[config.mk]
export PLATFORM = sky130hd
export DESIGN_NAME = data_pack
export DESIGN_NICKNAME = d
export VERILOG_FILES = /design/src/rtl/data_pack_pkg.sv /design/src/rtl/data_pack_fval_edge_det.sv /design/src/rtl/data_pack.sv
export SDC_FILE = /design/constraint.sdc
export NUM_CORES = 1
export LEC_CHECK = 0
export CAP_MARGIN = 5
export CORE_ASPECT_RATIO = 1.1
export CORE_MARGIN = 2
export CORE_UTILIZATION = 50
export CTS_BUF_LIST = sky130_fd_sc_hd__clkbuf_8
export DETAILED_ROUTE_END_ITERATION = 12
export PLACE_DENSITY = 0.82
export SLEW_MARGIN = 20
export SYNTH_ARGS = -nofsm -noshare
export SYNTH_HDL_FRONTEND = slang
export SYNTH_SLANG_ARGS = --single-unit
[constraint.sdc]
create_clock -name clk_pix -period 14.1 [get_ports clk_pix]
set_input_delay 2.82 -clock clk_pix [delete_from_list [all_inputs] [get_ports clk_pix]]
set_output_delay 2.82 -clock clk_pix [all_outputs]
set_load 0.01 [all_outputs]
[src/rtl/data_pack_pkg.sv]
// Shared definitions for the 64->128 pixel packer: FSM encodings and fval delay depth.
package data_pack_pkg;

  localparam int unsigned FVAL_DLY = 2;

  typedef enum logic [0:0] {
    ST_EMPTY = 1'b0,
    ST_HALF  = 1'b1
  } pack_state_e;

endpackage

[src/rtl/data_pack_fval_edge_det.sv]
// Frame-valid edge detector: registered fval plus combinational rise/fall strobes.
module fval_edge_det (
  input  logic clk_pix,
  input  logic reset_pix,
  input  logic i_fval,
  output logic o_rise,
  output logic o_fall,
  output logic o_fval_d1
);

  always_ff @(posedge clk_pix or posedge reset_pix) begin
    if (reset_pix) o_fval_d1 <= 1'b0;
    else           o_fval_d1 <= i_fval;
  end

  assign o_rise = i_fval & ~o_fval_d1;
  assign o_fall = ~i_fval & o_fval_d1;

endmodule

[src/rtl/data_pack.sv]
// 64->128 frame-aware width up-converter; odd trailing word is flushed padded at fval fall.
// Optional per-frame output word counter enabled by DATA_PACK_STAT_EN.
module data_pack
  import data_pack_pkg::*;
#(
  parameter int unsigned               DATA_WD_64  = 64,
  parameter int unsigned               DATA_WD_128 = 128,
  parameter logic [DATA_WD_64-1:0]     PAD_VALUE   = '0
) (
  input  logic                   clk_pix,
  input  logic                   reset_pix,
  input  logic                   i_fval,
  input  logic                   i_data_valid,
  input  logic [DATA_WD_64-1:0]  iv_data,
  output logic                   o_fval,
  output logic                   o_data_valid,
  output logic [DATA_WD_128-1:0] ov_data,
  output logic                   o_pad
`ifdef DATA_PACK_STAT_EN
  ,
  output logic [15:0]            ov_word_cnt
`endif
);

  pack_state_e             state;
  logic [DATA_WD_64-1:0]   hold_lo;
  logic                    fval_rise;
  logic                    fval_fall;
  logic                    fval_d1;
  logic [FVAL_DLY-2:0]     fval_sr;
  logic                    accept;

  fval_edge_det u_fval_edge_det (
    .clk_pix   (clk_pix),
    .reset_pix (reset_pix),
    .i_fval    (i_fval),
    .o_rise    (fval_rise),
    .o_fall    (fval_fall),
    .o_fval_d1 (fval_d1)
  );

  assign accept = i_fval & i_data_valid;

  // Remaining fval delay stages continue on from the edge detector's first stage.
  always_ff @(posedge clk_pix or posedge reset_pix) begin
    if (reset_pix) fval_sr <= '0;
    else           fval_sr <= (FVAL_DLY-1)'({fval_sr, fval_d1});
  end

  assign o_fval = fval_sr[FVAL_DLY-2];

  always_ff @(posedge clk_pix or posedge reset_pix) begin
    if (reset_pix) begin
      state        <= ST_EMPTY;
      hold_lo      <= '0;
      ov_data      <= '0;
      o_data_valid <= 1'b0;
      o_pad        <= 1'b0;
    end else begin
      o_data_valid <= 1'b0;
      o_pad        <= 1'b0;
      if (accept) begin
        // A rising fval restarts pairing, so the accepted word becomes the new low half.
        if (state == ST_HALF && !fval_rise) begin
          ov_data      <= {iv_data, hold_lo};
          o_data_valid <= 1'b1;
          state        <= ST_EMPTY;
        end else begin
          hold_lo <= iv_data;
          state   <= ST_HALF;
        end
      end else if (fval_rise) begin
        state <= ST_EMPTY;
      end else if (fval_fall && state == ST_HALF) begin
        ov_data      <= {PAD_VALUE, hold_lo};
        o_data_valid <= 1'b1;
        o_pad        <= 1'b1;
        state        <= ST_EMPTY;
      end
    end
  end

`ifdef DATA_PACK_STAT_EN
  logic o_fval_q;

  // A word leaving in the o_fval rise cycle is the first of the new frame.
  always_ff @(posedge clk_pix or posedge reset_pix) begin
    if (reset_pix) begin
      o_fval_q    <= 1'b0;
      ov_word_cnt <= '0;
    end else begin
      o_fval_q <= o_fval;
      if (o_fval && !o_fval_q)
        ov_word_cnt <= {15'd0, o_data_valid};
      else if (o_data_valid && ov_word_cnt != 16'hFFFF)
        ov_word_cnt <= ov_word_cnt + 16'd1;
    end
  end
`endif

endmodule

Word level (Yosys, flattened, before mapping)
Cells that the tools add are included.
W data, S select, Z words.
Storage, ports and cells
  register bits after elaboration: 197
  bits of input ports: 68
  output and inout port bits: 131
  logic and storage cells: 35
Cells by class
  eq/ne operators: 2
  multiplexer cells: 13
  bitwise gates (word level): 6
  reduce and logical (&&, ||, !) cells: 7
Operator list (count)
  $mux W128: 4
  $mux W1: 9
  $ne A2 B1 Y1 const B: 2
  $and A1 B1 Y1: 3
  $not A1 Y1: 3
  $reduce_and A3 Y1: 1
  $reduce_bool A3 Y1: 1
  $logic_and A1 B1 Y1: 2
  $reduce_and A2 Y1: 1
  $reduce_bool A2 Y1: 1
  $logic_not A1 Y1: 1

Logic depth before layout (Yosys ltp)
Gate-level depths: netlist (run 1).
  word-level depth: 6
  gate-level depth with buffers: 6
  mapped depth without buffers: 4

Cells and area by module
A second synthesis (run 1) with hierarchy kept.
Second synthesis, totals
  cell total of the unflattened synthesis: 430
  area, all modules: 7277.0 µm²
Modules (own cells, without submodules)
  data_pack: instances 1, cells an instance 426, area an instance 7233.2 µm², seq. area each 4904.7 µm²
  fval_edge_det: instances 1, cells an instance 4, area an instance 43.8 µm², seq. area each 25.0 µm²

Least setup slack after synthesis (run 1)
Ideal clock, no wire load.
  path kind: input-to-reg
  start point: input port i_data_valid
  end point: register ov_data[13]
  setup time: 0.125 ns
  arrival: 3.855 ns
  required time: 13.975 ns
  setup slack: 10.120 ns
  stages: 6
  buffers on the path: 2
  cell sequence: and2b_1 > or2_1 > buf_6 > inv_8 > buf_12 > mux2_4
On the way
  word-level cells in the longest chain between the ends: 3
  elaborated cells between the ends (all ways): 6
  classes of those cells: eq/ne (2); mux (1); bitwise (1); reduce/logical (2)
RTL lines
  start, declared: RTL line data_pack.sv:13  | input logic i_data_valid,
  $and A1 B1 Y1 (*): RTL line data_pack.sv:42  | assign accept = i_fval & i_data_valid;
  $ne A2 B1 Y1 (no line) / $reduce_bool A2 Y1 (equally long branches)
  $reduce_and A3 Y1 (no line)
  end signal, assigned: RTL line data_pack.sv:65  | ov_data <= {iv_data, hold_lo};
  end signal, assigned: RTL line data_pack.sv:75  | ov_data <= {PAD_VALUE, hold_lo};
  end, declared: RTL line data_pack.sv:17  | output logic [DATA_WD_128-1:0] ov_data,
Mark *: on every way between the ends. The rest lies on a longest branch, timed or not.
A chain may end at the register's enable or synchronous reset.

Final worst setup path (run 1)
  start point: input port i_fval
  end point: register ov_data[33]
On the way
  word-level cells in the longest chain between the ends: 5
  elaborated cells between the ends (all ways): 12
  classes of those cells: eq/ne (2); mux (1); bitwise (4); reduce/logical (5)
RTL lines
  start, declared: RTL line data_pack.sv:12  | input logic i_fval,
  $and A1 B1 Y1 / $not A1 Y1 (equally long branches): RTL line data_pack_fval_edge_det.sv:16, data_pack_fval_edge_det.sv:17
  $logic_not A1 Y1 / $and A1 B1 Y1 (equally long branches): RTL line data_pack.sv:64, data_pack_fval_edge_det.sv:17
  $logic_and A1 B1 Y1, on equally long branches: RTL line data_pack.sv:64, data_pack.sv:74
  $ne A2 B1 Y1 (no line) / $reduce_bool A2 Y1 (equally long branches)
  $reduce_and A3 Y1 (no line)
Several ways; a longest one is shown, not always the timed one.

==> impl_metrics.env, run 1 <==
export IMPL_synth_nets=555
export IMPL_cts_inserted_buffers=17
export IMPL_design_final_nets=745
export IMPL_finalWirelength_um=16500
export IMPL_post_cts_setup_buffer_count=0
export IMPL_timing_setup_tns_ns=0
export IMPL_worstSkewPairLatency_ns=0.46
export IMPL_ctsHoldBuffers=0
export IMPL_routed_via_density=5.35
export IMPL_grt_setup_unrepaired="no"
export IMPL_grt_util_met2_pct=32.6
export IMPL_ctsResizeCount=0
export IMPL_synth_sequential_area_ratio_pct=64.5
export IMPL_class_of_the_tightest_hold_or_removal_check="flip-flop to flip-flop"
export IMPL_remaining_global_route_overflow=0
export IMPL_max_slew_margin_pct=35.0
export IMPL_synth_yosys_warnings=0
export IMPL_synth_seq_cells=197
export IMPL_grt_busiest_layer="met2"
export IMPL_num_vias=4734
export IMPL_vias_in_the_first_global_route=4929
export IMPL_crit_required_ns=14.45
export IMPL_count_of_non_filler_cells_in_the_finished_layout=885
export IMPL_global_route_wire_length_before_repair_um=26400
export IMPL_netlist_top_cells_count="sky130_fd_sc_hd__dfrtp_1 (197), sky130_fd_sc_hd__mux2_2 (66), sky130_fd_sc_hd__mux2_4 (62), sky130_fd_sc_hd__o21ai_0 (54), sky130_fd_sc_hd__a22o_1 (37)"
export IMPL_yosysTopAreaCell="sky130_fd_sc_hd__dfrtp_1"
export IMPL_leakage_power_of_the_design_nw=4.38
export IMPL_globalRouteTotalUtil_pct=21.0
export IMPL_setup_viols_final=0
export IMPL_initialDrtViolationCount=340
export IMPL_clock_power_share_pct=20.8
export IMPL_die_w_um=122
export IMPL_antenna_found_initial=0
export IMPL_top_area_cell_type_share_of_the_netlist_area_pct=64.5
export IMPL_dominantRegCellSynth="sky130_fd_sc_hd__dfrtp_1"
export IMPL_ant_nets=0
export IMPL_clock_tree_from_tritoncts="yes"
export IMPL_synth_async_reset_ratio_pct=100
export IMPL_dp_cells=854
export IMPL_cts_root_to_sink_buffers=2
export IMPL_final_hold_viol_count=0
export IMPL_deepest_level_of_the_cts_h_tree=4
export IMPL_drive_above_1_share_pct=24.1
export IMPL_globalplace_congestion=0.835
export IMPL_holdWs_ns=0.499
export IMPL_dp_final_hpwl_um=11200
export IMPL_remaining_drc_errors=0
export IMPL_sequential_power_share_pct=48.7
export IMPL_outcome="finished clean"
export IMPL_avgSynthCellArea_sq_um=15.7
export IMPL_intPower_w=0.00117
export IMPL_cts_sinks=197
export IMPL_placement_rows=47
export IMPL_detailedPlace_worstSlack_ns=7.86
export IMPL_power_switching_share_pct=27.5
export IMPL_syn_area_sq_um=7640
export IMPL_insertedDiodeCount=0
export IMPL_post_synth_top_count_cell="sky130_fd_sc_hd__dfrtp_1"
export IMPL_wire_per_inst_um=18.6
export IMPL_worst_setup_path_start_kind="primary input"
export IMPL_area_delta_synth_final_pct=31.1
export IMPL_power_density_cell_area_nw_per_um2=161
export IMPL_top_level_ports=199
export IMPL_initial_utilization_pct=51.0
export IMPL_critPathArrivalTime_ns=6.16
export IMPL_grt_util_met1_pct=28.4
export IMPL_fp_dieArea_sq_um=16300
export IMPL_floorplan_core_area_sq_um=15000
export IMPL_post_route_period_util_pct=41.2
export IMPL_numPortBuffers=198
export IMPL_power_w=0.00161
export IMPL_worst_r2r_path_depth=5
export IMPL_synthCells=487
export IMPL_endpoint_class_of_the_critical_path="flip-flop"
export IMPL_grt_max_degree=118
export IMPL_maxCapViolCount=0
export IMPL_grtUsageMet3_pct=6.38
export IMPL_final_max_slew_violation_count=0
export IMPL_vertical_die_dimension_um=134
export IMPL_setup_ws_ns=8.29
export IMPL_synth_enable_flop_cells=0
export IMPL_tightestPinTransition_ns=0.975
export IMPL_ir_drop_worst_case_vdd_mv=0.0758
export IMPL_clk_pin_slew_worst_paths_ns=0.09
export IMPL_finalClockSkew_ns=0.0108
export IMPL_crit_path_max_fanout=61
export IMPL_power_switching_w=0.000444
export IMPL_synth_top_cells_by_area="sky130_fd_sc_hd__dfrtp_1 (64%), sky130_fd_sc_hd__mux2_4 (12%), sky130_fd_sc_hd__mux2_2 (9.7%), sky130_fd_sc_hd__a22o_1 (4.2%), sky130_fd_sc_hd__o21ai_0 (3.5%)"
export IMPL_firstDrtPassIters=4
export IMPL_critical_path_class="primary input to flip-flop"
export IMPL_power_combinational_fraction_pct=30.5
export IMPL_maxClockFrequency_mhz=172
export IMPL_clock_period_minus_final_worst_setup_slack_ns=5.81
export IMPL_cts_root_buf="sky130_fd_sc_hd__clkbuf_8"
export IMPL_hold_path_depth=1
export IMPL_synth_distinct_cells=21
## path summary, 6_finish.rpt
check | start | endpoint | slack (ns)
max | i_fval | ov_data[33] | 8.29
min | hold_lo[21] | ov_data[21] | 0.50
max reg2reg | state | ov_data[33] | 11.36
min reg2reg | hold_lo[21] | ov_data[21] | 0.50
max in group asynchronous | reset_pix | ov_data[53] | 10.00
min in group asynchronous | reset_pix | hold_lo[36] | 2.90
## worst max-delay path, cell delays in order
cell and delay (ns):
sky130_fd_sc_hd__clkdlybuf4s50_1 0.45, sky130_fd_sc_hd__buf_4 0.30, sky130_fd_sc_hd__and2b_1 0.73, sky130_fd_sc_hd__or2_2 0.87, sky130_fd_sc_hd__inv_8 0.41, sky130_fd_sc_hd__mux2_4 0.44
## layer usage
layer | share of wire [%] | vias to the layer above
met1 | 43 | 2393
met2 | 48 | 203
met3 | 7.6 | 25
met5 | 0 | -
met4 | 1.5 | 0
li1 | - | 2113
## stage by stage
stage	utilization (%)	instance area, sq um
after detailed placement	64.4	9660
final	66.8	10000
after global routing	66.8	10000
after CTS	66.8	10000
after floorplan	-	7640
after global placement	64.4	9660
## cell families (layout without fill, tap and decap cells)
logic type             after synthesis  after routing  share of synthesized area [%]
DFF                                197            197                           64.5
muxes                              128            128                           21.9
and+or+nand+nor                     35             35                           1.90
AOI/OAI and AO/OA                   93             93                           7.97
buffers and inverters               34            236                           3.73
## cell type report
| cell class | instances | area, sq um |
|---|---|---|
| Inverter | 2 | 22.5 |
| Sequential cell | 197 | 4930 |
| Tap cell | 196 | 245 |
| Multi-Input combinational cell | 256 | 2440 |
| Timing Repair Buffer | 203 | 2020 |
| Fill cell | 1059 | 4980 |
| Clock buffer | 18 | 248 |
| Clock inverter | 13 | 111 |
## power groups by stage
stage / combinational, W / sequential (W) / clock [W]
4_1_cts: 0.000497 / 0.000786 / 0.000344
2_1_floorplan: 0.000191 / 0.000821 / 0
3_5_place_dp: 0.000496 / 0.000794 / 0
3_3_place_gp: 0.000482 / 0.000789 / 0
6_report: 0.000491 / 0.000785 / 0.000334
5_1_grt: 0.000522 / 0.000801 / 0.000366
## registers in the layout, summed over array words and instances, names as in the netlist
register	count
o_pad	1
hold_lo	64
state	1
ov_data	128
o_fval	1
o_data_valid	1
u_fval_edge_det.o_fval_d1	1
## layout by cell type, fill, tap and decap left out
cell and n:
sky130_fd_sc_hd__a21oi_4 1, sky130_fd_sc_hd__a22o_1 37, sky130_fd_sc_hd__a311o_1 1, sky130_fd_sc_hd__and2b_1 1
sky130_fd_sc_hd__buf_4 4, sky130_fd_sc_hd__buf_6 1, sky130_fd_sc_hd__bufinv_16 1, sky130_fd_sc_hd__clkbuf_8 18
sky130_fd_sc_hd__clkdlybuf4s50_1 198, sky130_fd_sc_hd__clkinv_2 3, sky130_fd_sc_hd__clkinv_4 3, sky130_fd_sc_hd__dfrtp_1 197
sky130_fd_sc_hd__inv_1 3, sky130_fd_sc_hd__inv_6 2, sky130_fd_sc_hd__inv_8 3, sky130_fd_sc_hd__mux2_2 66
sky130_fd_sc_hd__mux2_4 62, sky130_fd_sc_hd__nand2_1 29, sky130_fd_sc_hd__nand3_1 1, sky130_fd_sc_hd__nor2_1 1
sky130_fd_sc_hd__nor2_2 1, sky130_fd_sc_hd__nor3b_1 1, sky130_fd_sc_hd__o21ai_0 54, sky130_fd_sc_hd__or2_2 1
Note: power is estimated with default switching activity, not from simulation.
==> run 2: changes to the inputs <==
--- a/config.mk
+++ b/config.mk
@@ -8,10 +8,10 @@
 export CAP_MARGIN = 5
 export CORE_ASPECT_RATIO = 1.1
 export CORE_MARGIN = 2
-export CORE_UTILIZATION = 50
+export CORE_UTILIZATION = 45
 export CTS_BUF_LIST = sky130_fd_sc_hd__clkbuf_8
 export DETAILED_ROUTE_END_ITERATION = 12
-export PLACE_DENSITY = 0.82
+export PLACE_DENSITY = 0.78
 export SLEW_MARGIN = 20
 export SYNTH_ARGS = -nofsm -noshare
 export SYNTH_HDL_FRONTEND = slang
==> constraint.sdc (replaced) <==
create_clock -name clk_pix -period 5 [get_ports clk_pix]
set_input_delay 1 -clock clk_pix [delete_from_list [all_inputs] [get_ports clk_pix]]
set_output_delay 1 -clock clk_pix [all_outputs]
set_load 0.01 [all_outputs]
==> impl_metrics.env, run 2 (synthesized netlist as in run 1, its figures left out) <==
export IMPL_outcome="finished clean"
export IMPL_insertedDiodeCount=0
export IMPL_crit_required_ns=5.35
export IMPL_final_hold_viol_count=0
export IMPL_grt_max_degree=198
export IMPL_worstReg2RegEnd="ov_data[63]"
export IMPL_cts_sinks=197
export IMPL_wire_per_inst_um=19.0
export IMPL_post_route_period_util_pct=65.4
export IMPL_globalplace_congestion=0.781
export IMPL_global_route_wire_length_before_repair_um=27200
export IMPL_initialDrtViolationCount=272
export IMPL_critical_path_class="primary input to flip-flop"
export IMPL_setup_viols_final=0
export IMPL_post_cts_setup_buffer_count=0
export IMPL_vias_in_the_first_global_route=5054
export IMPL_grt_setup_unrepaired="no"
export IMPL_hold_path_startpoint="hold_lo[4]"
export IMPL_grtUsageMet3_pct=6.72
export IMPL_die_w_um=128
export IMPL_final_max_slew_violation_count=0
export IMPL_max_slew_margin_pct=36.4
export IMPL_layout_commonest_cell="sky130_fd_sc_hd__clkdlybuf4s50_1"
export IMPL_holdWs_ns=0.500
export IMPL_critPathArrivalTime_ns=3.62
export IMPL_globalRouteTotalUtil_pct=19.3
export IMPL_worst_hold_path_endpoint="ov_data[4]"
export IMPL_worst_r2r_path_depth=4
export IMPL_clock_tree_from_tritoncts="yes"
export IMPL_finalWirelength_um=17000
export IMPL_largest_reg_flops=128
export IMPL_grt_busiest_layer="met2"
export IMPL_vertical_die_dimension_um=141
export IMPL_firstDrtPassIters=4
export IMPL_worstSkewPairLatency_ns=0.46
export IMPL_n_fill_cell=1246
export IMPL_tightestPinTransition_ns=0.951
export IMPL_num_vias=4793
export IMPL_ir_drop_worst_case_vdd_mv=0.212
export IMPL_antenna_found_initial=0
export IMPL_cts_inserted_buffers=17
export IMPL_maxCapViolCount=0
export IMPL_class_of_the_tightest_hold_or_removal_check="flip-flop to flip-flop"
export IMPL_endpoint_class_of_the_critical_path="flip-flop"
export IMPL_most_flops_register="ov_data"
export IMPL_ant_nets=0
export IMPL_maxClockFrequency_mhz=306
export IMPL_final_util_pct=61.8
export IMPL_register_area_sq_um=4930
export IMPL_ctsHoldBuffers=0
export IMPL_crit_path_max_fanout=41
export IMPL_deepest_level_of_the_cts_h_tree=4
export IMPL_remaining_drc_errors=0
export IMPL_critical_path_reg2reg_startpoint="u_fval_edge_det.o_fval_d1"
export IMPL_clk_pin_slew_worst_paths_ns=0.10
export IMPL_routed_via_density=5.36
export IMPL_power_w=0.00480
export IMPL_top_level_ports=199
export IMPL_initial_utilization_pct=46.3
export IMPL_fp_dieArea_sq_um=18000
export IMPL_placement_rows=49
export IMPL_grt_util_met1_pct=25.3
export IMPL_drive_above_1_share_pct=24.5
export IMPL_final_cell_mix="sky130_fd_sc_hd__clkdlybuf4s50_1 (198), sky130_fd_sc_hd__dfrtp_1 (197), sky130_fd_sc_hd__mux2_2 (66)"
export IMPL_cts_root_buf="sky130_fd_sc_hd__clkbuf_8"
export IMPL_clock_period_minus_final_worst_setup_slack_ns=3.27
export IMPL_ctsResizeCount=0
export IMPL_startpoint="i_fval"
export IMPL_timing_setup_tns_ns=0
export IMPL_power_density_cell_area_nw_per_um2=472
export IMPL_finalClockSkew_ns=0.0136
export IMPL_worst_setup_path_start_kind="primary input"
export IMPL_r2r_slack_ns=2.32
export IMPL_reg_top3="ov_data x128, hold_lo x64"
export IMPL_numPortBuffers=198
export IMPL_design_final_nets=745
export IMPL_cts_root_to_sink_buffers=2
export IMPL_remaining_global_route_overflow=0
export IMPL_grt_util_met2_pct=30.0
export IMPL_area_delta_synth_final_pct=33.2
export IMPL_hold_path_depth=1
export IMPL_floorplan_core_area_sq_um=16500
export IMPL_leakage_power_of_the_design_nw=4.43
export IMPL_dp_final_hpwl_um=11100
export IMPL_multiInputGateArea_sq_um=2440
run 2: changes by cell type in the layout (fill, tap and decap cells not counted), sizes merged:
cell and change:
bufinv +4, inv -4, clkinv -4, clkinvlp +2, clkbuf +3
run 2: area by class of cell:
class,count,share of cell area [%]
clock buffers,21,2.84
inverters,2,0.184
flip-flops and latches,197,48.4
clock inverters,11,1.92
well taps,204,2.51
repair buffers,203,20.1
multi-input cells,256,24.0
run 2: how the worst max path moves through the flow:
stage,endpoint,slack [ns],depth (start not counted)
4_1_cts,ov_data[3],1.82,5
3_3_place_gp,ov_data[3],1.42,5
5_1_grt,ov_data[3],1.65,5
6_report,ov_data[3],1.73,5
2_1_floorplan,hold_lo[0],1.45,1
3_5_place_dp,ov_data[3],1.32,5
run 2: stage by stage:
step                      worst slack (ns)  cell area (sq um)  cells
after global placement                1.42               9670    861
after floorplan                       1.45               7650    487
final                                 1.73              10200    894
after global routing                  1.65              10200    894
after CTS                             1.82              10200    893
after detailed placement              1.32               9670    861
run 2: metal layers:
layer  part of all wire [%]  vias to the layer above
met5                      0                        -
met4                    1.7                        0
met3                    8.2                       30
met2                     47                      187
met1                     43                     2474
li1                       -                     2102
run 2: worst max-delay path: stages:
cell	delay, ns
sky130_fd_sc_hd__clkdlybuf4s50_1	0.66
sky130_fd_sc_hd__and2b_1	0.79
sky130_fd_sc_hd__or2_2	0.31
sky130_fd_sc_hd__buf_4	0.44
sky130_fd_sc_hd__mux2_2	0.40
run 2: where the power goes:
group / total [W] / internal (W) / switching (W)
registers: 0.00220 / 0.00197 / 0.000231
clock network: 0.00120 / 0.000653 / 0.000550
logic: 0.00140 / 0.000916 / 0.000483
==> run 3: changes to the inputs <==
--- a/config.mk
+++ b/config.mk
@@ -8,10 +8,10 @@
 export CAP_MARGIN = 5
 export CORE_ASPECT_RATIO = 1.1
 export CORE_MARGIN = 2
-export CORE_UTILIZATION = 45
+export CORE_UTILIZATION = 50
 export CTS_BUF_LIST = sky130_fd_sc_hd__clkbuf_8
 export DETAILED_ROUTE_END_ITERATION = 12
-export PLACE_DENSITY = 0.78
+export PLACE_DENSITY = 0.82
 export SLEW_MARGIN = 20
 export SYNTH_ARGS = -nofsm -noshare
 export SYNTH_HDL_FRONTEND = slang
==> constraint.sdc (replaced) <==
create_clock -name clk_pix -period 3.41 [get_ports clk_pix]
set_input_delay 0.682 -clock clk_pix [delete_from_list [all_inputs] [get_ports clk_pix]]
set_output_delay 0.682 -clock clk_pix [all_outputs]
set_load 0.01 [all_outputs]
==> impl_metrics.env, run 3 (synthesized netlist as in run 1, its figures left out) <==
export IMPL_critPathArrivalTime_ns=2.61
export IMPL_final_cell_mix="sky130_fd_sc_hd__clkdlybuf4s50_1 (198), sky130_fd_sc_hd__dfrtp_1 (197), sky130_fd_sc_hd__mux2_2 (66)"
export IMPL_globalRouteTotalUtil_pct=21.2
export IMPL_final_max_slew_violation_count=0
export IMPL_power_switching_share_pct=27.1
export IMPL_post_route_period_util_pct=66.7
export IMPL_max_slew_margin_pct=39.3
export IMPL_area_delta_synth_final_pct=33.3
export IMPL_grt_max_degree=62
export IMPL_reg_top3="ov_data x128, hold_lo x64"
export IMPL_layout_commonest_cell="sky130_fd_sc_hd__clkdlybuf4s50_1"
export IMPL_outcome="finished clean"
export IMPL_maxCapViolCount=0
export IMPL_ctsHoldBuffers=0
export IMPL_numPortBuffers=198
export IMPL_deepest_level_of_the_cts_h_tree=4
export IMPL_initialDrtViolationCount=251
export IMPL_top_level_ports=199
export IMPL_firstDrtPassIters=6
export IMPL_clock_power_share_pct=22.8
export IMPL_cts_root_buf="sky130_fd_sc_hd__clkbuf_8"
export IMPL_grtUsageMet3_pct=6.85
export IMPL_crit_required_ns=3.75
export IMPL_clock_period_minus_final_worst_setup_slack_ns=2.27
export IMPL_worstSkewPairLatency_ns=0.46
export IMPL_placement_rows=47
export IMPL_grt_util_met2_pct=32.7
export IMPL_vias_in_the_first_global_route=4982
export IMPL_critical_path_class="primary input to flip-flop"
export IMPL_finalClockSkew_ns=0.0114
export IMPL_drive_above_1_share_pct=25.4
export IMPL_clk_pin_slew_worst_paths_ns=0.09
export IMPL_cts_root_to_sink_buffers=2
export IMPL_initial_utilization_pct=51.0
export IMPL_crit_path_max_fanout=61
export IMPL_vertical_die_dimension_um=134
export IMPL_power_switching_w=0.00186
export IMPL_die_w_um=122
export IMPL_cts_sinks=197
export IMPL_design_final_nets=753
export IMPL_grt_util_met1_pct=28.4
export IMPL_endpoint_class_of_the_critical_path="flip-flop"
export IMPL_intPower_w=0.00500
export IMPL_dp_final_hpwl_um=11500
export IMPL_worst_setup_path_start_kind="primary input"
export IMPL_power_density_cell_area_nw_per_um2=673
export IMPL_remaining_drc_errors=0
export IMPL_tightestPinTransition_ns=0.908
export IMPL_cts_inserted_buffers=17
export IMPL_remaining_global_route_overflow=0
export IMPL_most_flops_register="ov_data"
export IMPL_post_cts_setup_buffer_count=0
export IMPL_fp_dieArea_sq_um=16300
export IMPL_detailedPlace_worstSlack_ns=0.636
export IMPL_ctsResizeCount=0
export IMPL_global_route_wire_length_before_repair_um=26600
export IMPL_power_combinational_fraction_pct=30.0
export IMPL_routed_via_density=5.28
export IMPL_num_vias=4718
export IMPL_ant_nets=0
export IMPL_n_fill_cell=1044
export IMPL_insertedDiodeCount=0
export IMPL_class_of_the_tightest_hold_or_removal_check="flip-flop to flip-flop"
export IMPL_setup_viols_final=0
export IMPL_ir_drop_worst_case_vdd_mv=0.304
export IMPL_clock_tree_from_tritoncts="yes"
export IMPL_globalplace_congestion=0.815
export IMPL_antenna_found_initial=0
export IMPL_sequential_power_share_pct=47.2
export IMPL_wire_per_inst_um=18.6
export IMPL_floorplan_core_area_sq_um=15000
export IMPL_setup_ws_ns=1.14
export IMPL_leakage_power_of_the_design_nw=4.45
export IMPL_largest_reg_flops=128
export IMPL_grt_setup_unrepaired="no"
export IMPL_grt_busiest_layer="met2"
export IMPL_final_hold_viol_count=0
export IMPL_finalWirelength_um=16600
export IMPL_timing_setup_tns_ns=0
export IMPL_maxClockFrequency_mhz=440
[run 3: cell types whose count changed in the layout (fill, tap and decap cells not counted)]
| cell | before | now |
|---|---|---|
| sky130_fd_sc_hd__buf_12 | 1 | 4 |
| sky130_fd_sc_hd__buf_16 | 1 | 0 |
| sky130_fd_sc_hd__buf_4 | 3 | 9 |
| sky130_fd_sc_hd__bufinv_16 | 5 | 3 |
| sky130_fd_sc_hd__clkbuf_8 | 21 | 18 |
| sky130_fd_sc_hd__clkinv_2 | 1 | 3 |
| sky130_fd_sc_hd__clkinv_4 | 1 | 2 |
| sky130_fd_sc_hd__inv_6 | 1 | 2 |
| sky130_fd_sc_hd__inv_8 | 2 | 3 |
[run 3: power by group through the flow]
| stage | clock (W) | combinational, W | sequential (W) |
|---|---|---|---|
| final | 0.00156 | 0.00206 | 0.00323 |
| after floorplan | 0 | 0.000790 | 0.00340 |
| after global routing | 0.00170 | 0.00218 | 0.00331 |
| after global placement | 0 | 0.00202 | 0.00325 |
| after CTS | 0.00160 | 0.00208 | 0.00324 |
| after detailed placement | 0 | 0.00208 | 0.00327 |
[run 3: area by class of cell]
type / instances / area, sq um / share of cell area [%]
Sequential cell: 197 / 4930 / 48.4
Multi-Input combinational cell: 256 / 2440 / 24.0
Timing Repair Buffer: 211 / 2130 / 20.9
Clock buffer: 18 / 248 / 2.43
Tap cell: 196 / 245 / 2.41
Clock inverter: 14 / 174 / 1.71
Inverter: 2 / 18.8 / 0.184
[run 3: final timing paths]
path                           endpoint                      start  slack [ns]  cells after the start
setup / recovery            ov_data[63]               i_data_valid        1.14                      5
hold / removal              ov_data[30]                hold_lo[30]        0.50                      1
setup reg to reg            ov_data[63]  u_fval_edge_det.o_fval_d1        1.48                      4
hold reg to reg             ov_data[30]                hold_lo[30]        0.50                      1
max in group asynchronous    hold_lo[4]                  reset_pix        1.97                      3
min in group asynchronous  ov_data[122]                  reset_pix        0.73                      2
[run 3: metrics by stage]
stage	power (W)	util [%]	hold WS, ns	cells	cell area [sq um]
final	0.00685	68.0	0.500	894	10200
after global routing	0.00719	68.0	0.509	894	10200
after CTS	0.00692	68.0	0.505	894	10200
after detailed placement	0.00535	65.1	0.488	862	9770
after global placement	0.00527	65.1	0.481	862	9770
after floorplan	0.00419	-	0.432	487	7650
[run 3: layer usage]
layer  part of all wire, %  up-vias
met1                    43     2368
met2                    47      197
met5                     0        -
met4                   1.7        0
met3                   8.7       22
li1                      -     2131
[run 3: critical path, cell delays in order]
cell	delay [ns]
sky130_fd_sc_hd__clkdlybuf4s50_1	0.52
sky130_fd_sc_hd__and2b_1	0.21
sky130_fd_sc_hd__or2_2	0.33
sky130_fd_sc_hd__inv_8	0.46
sky130_fd_sc_hd__mux2_2	0.40
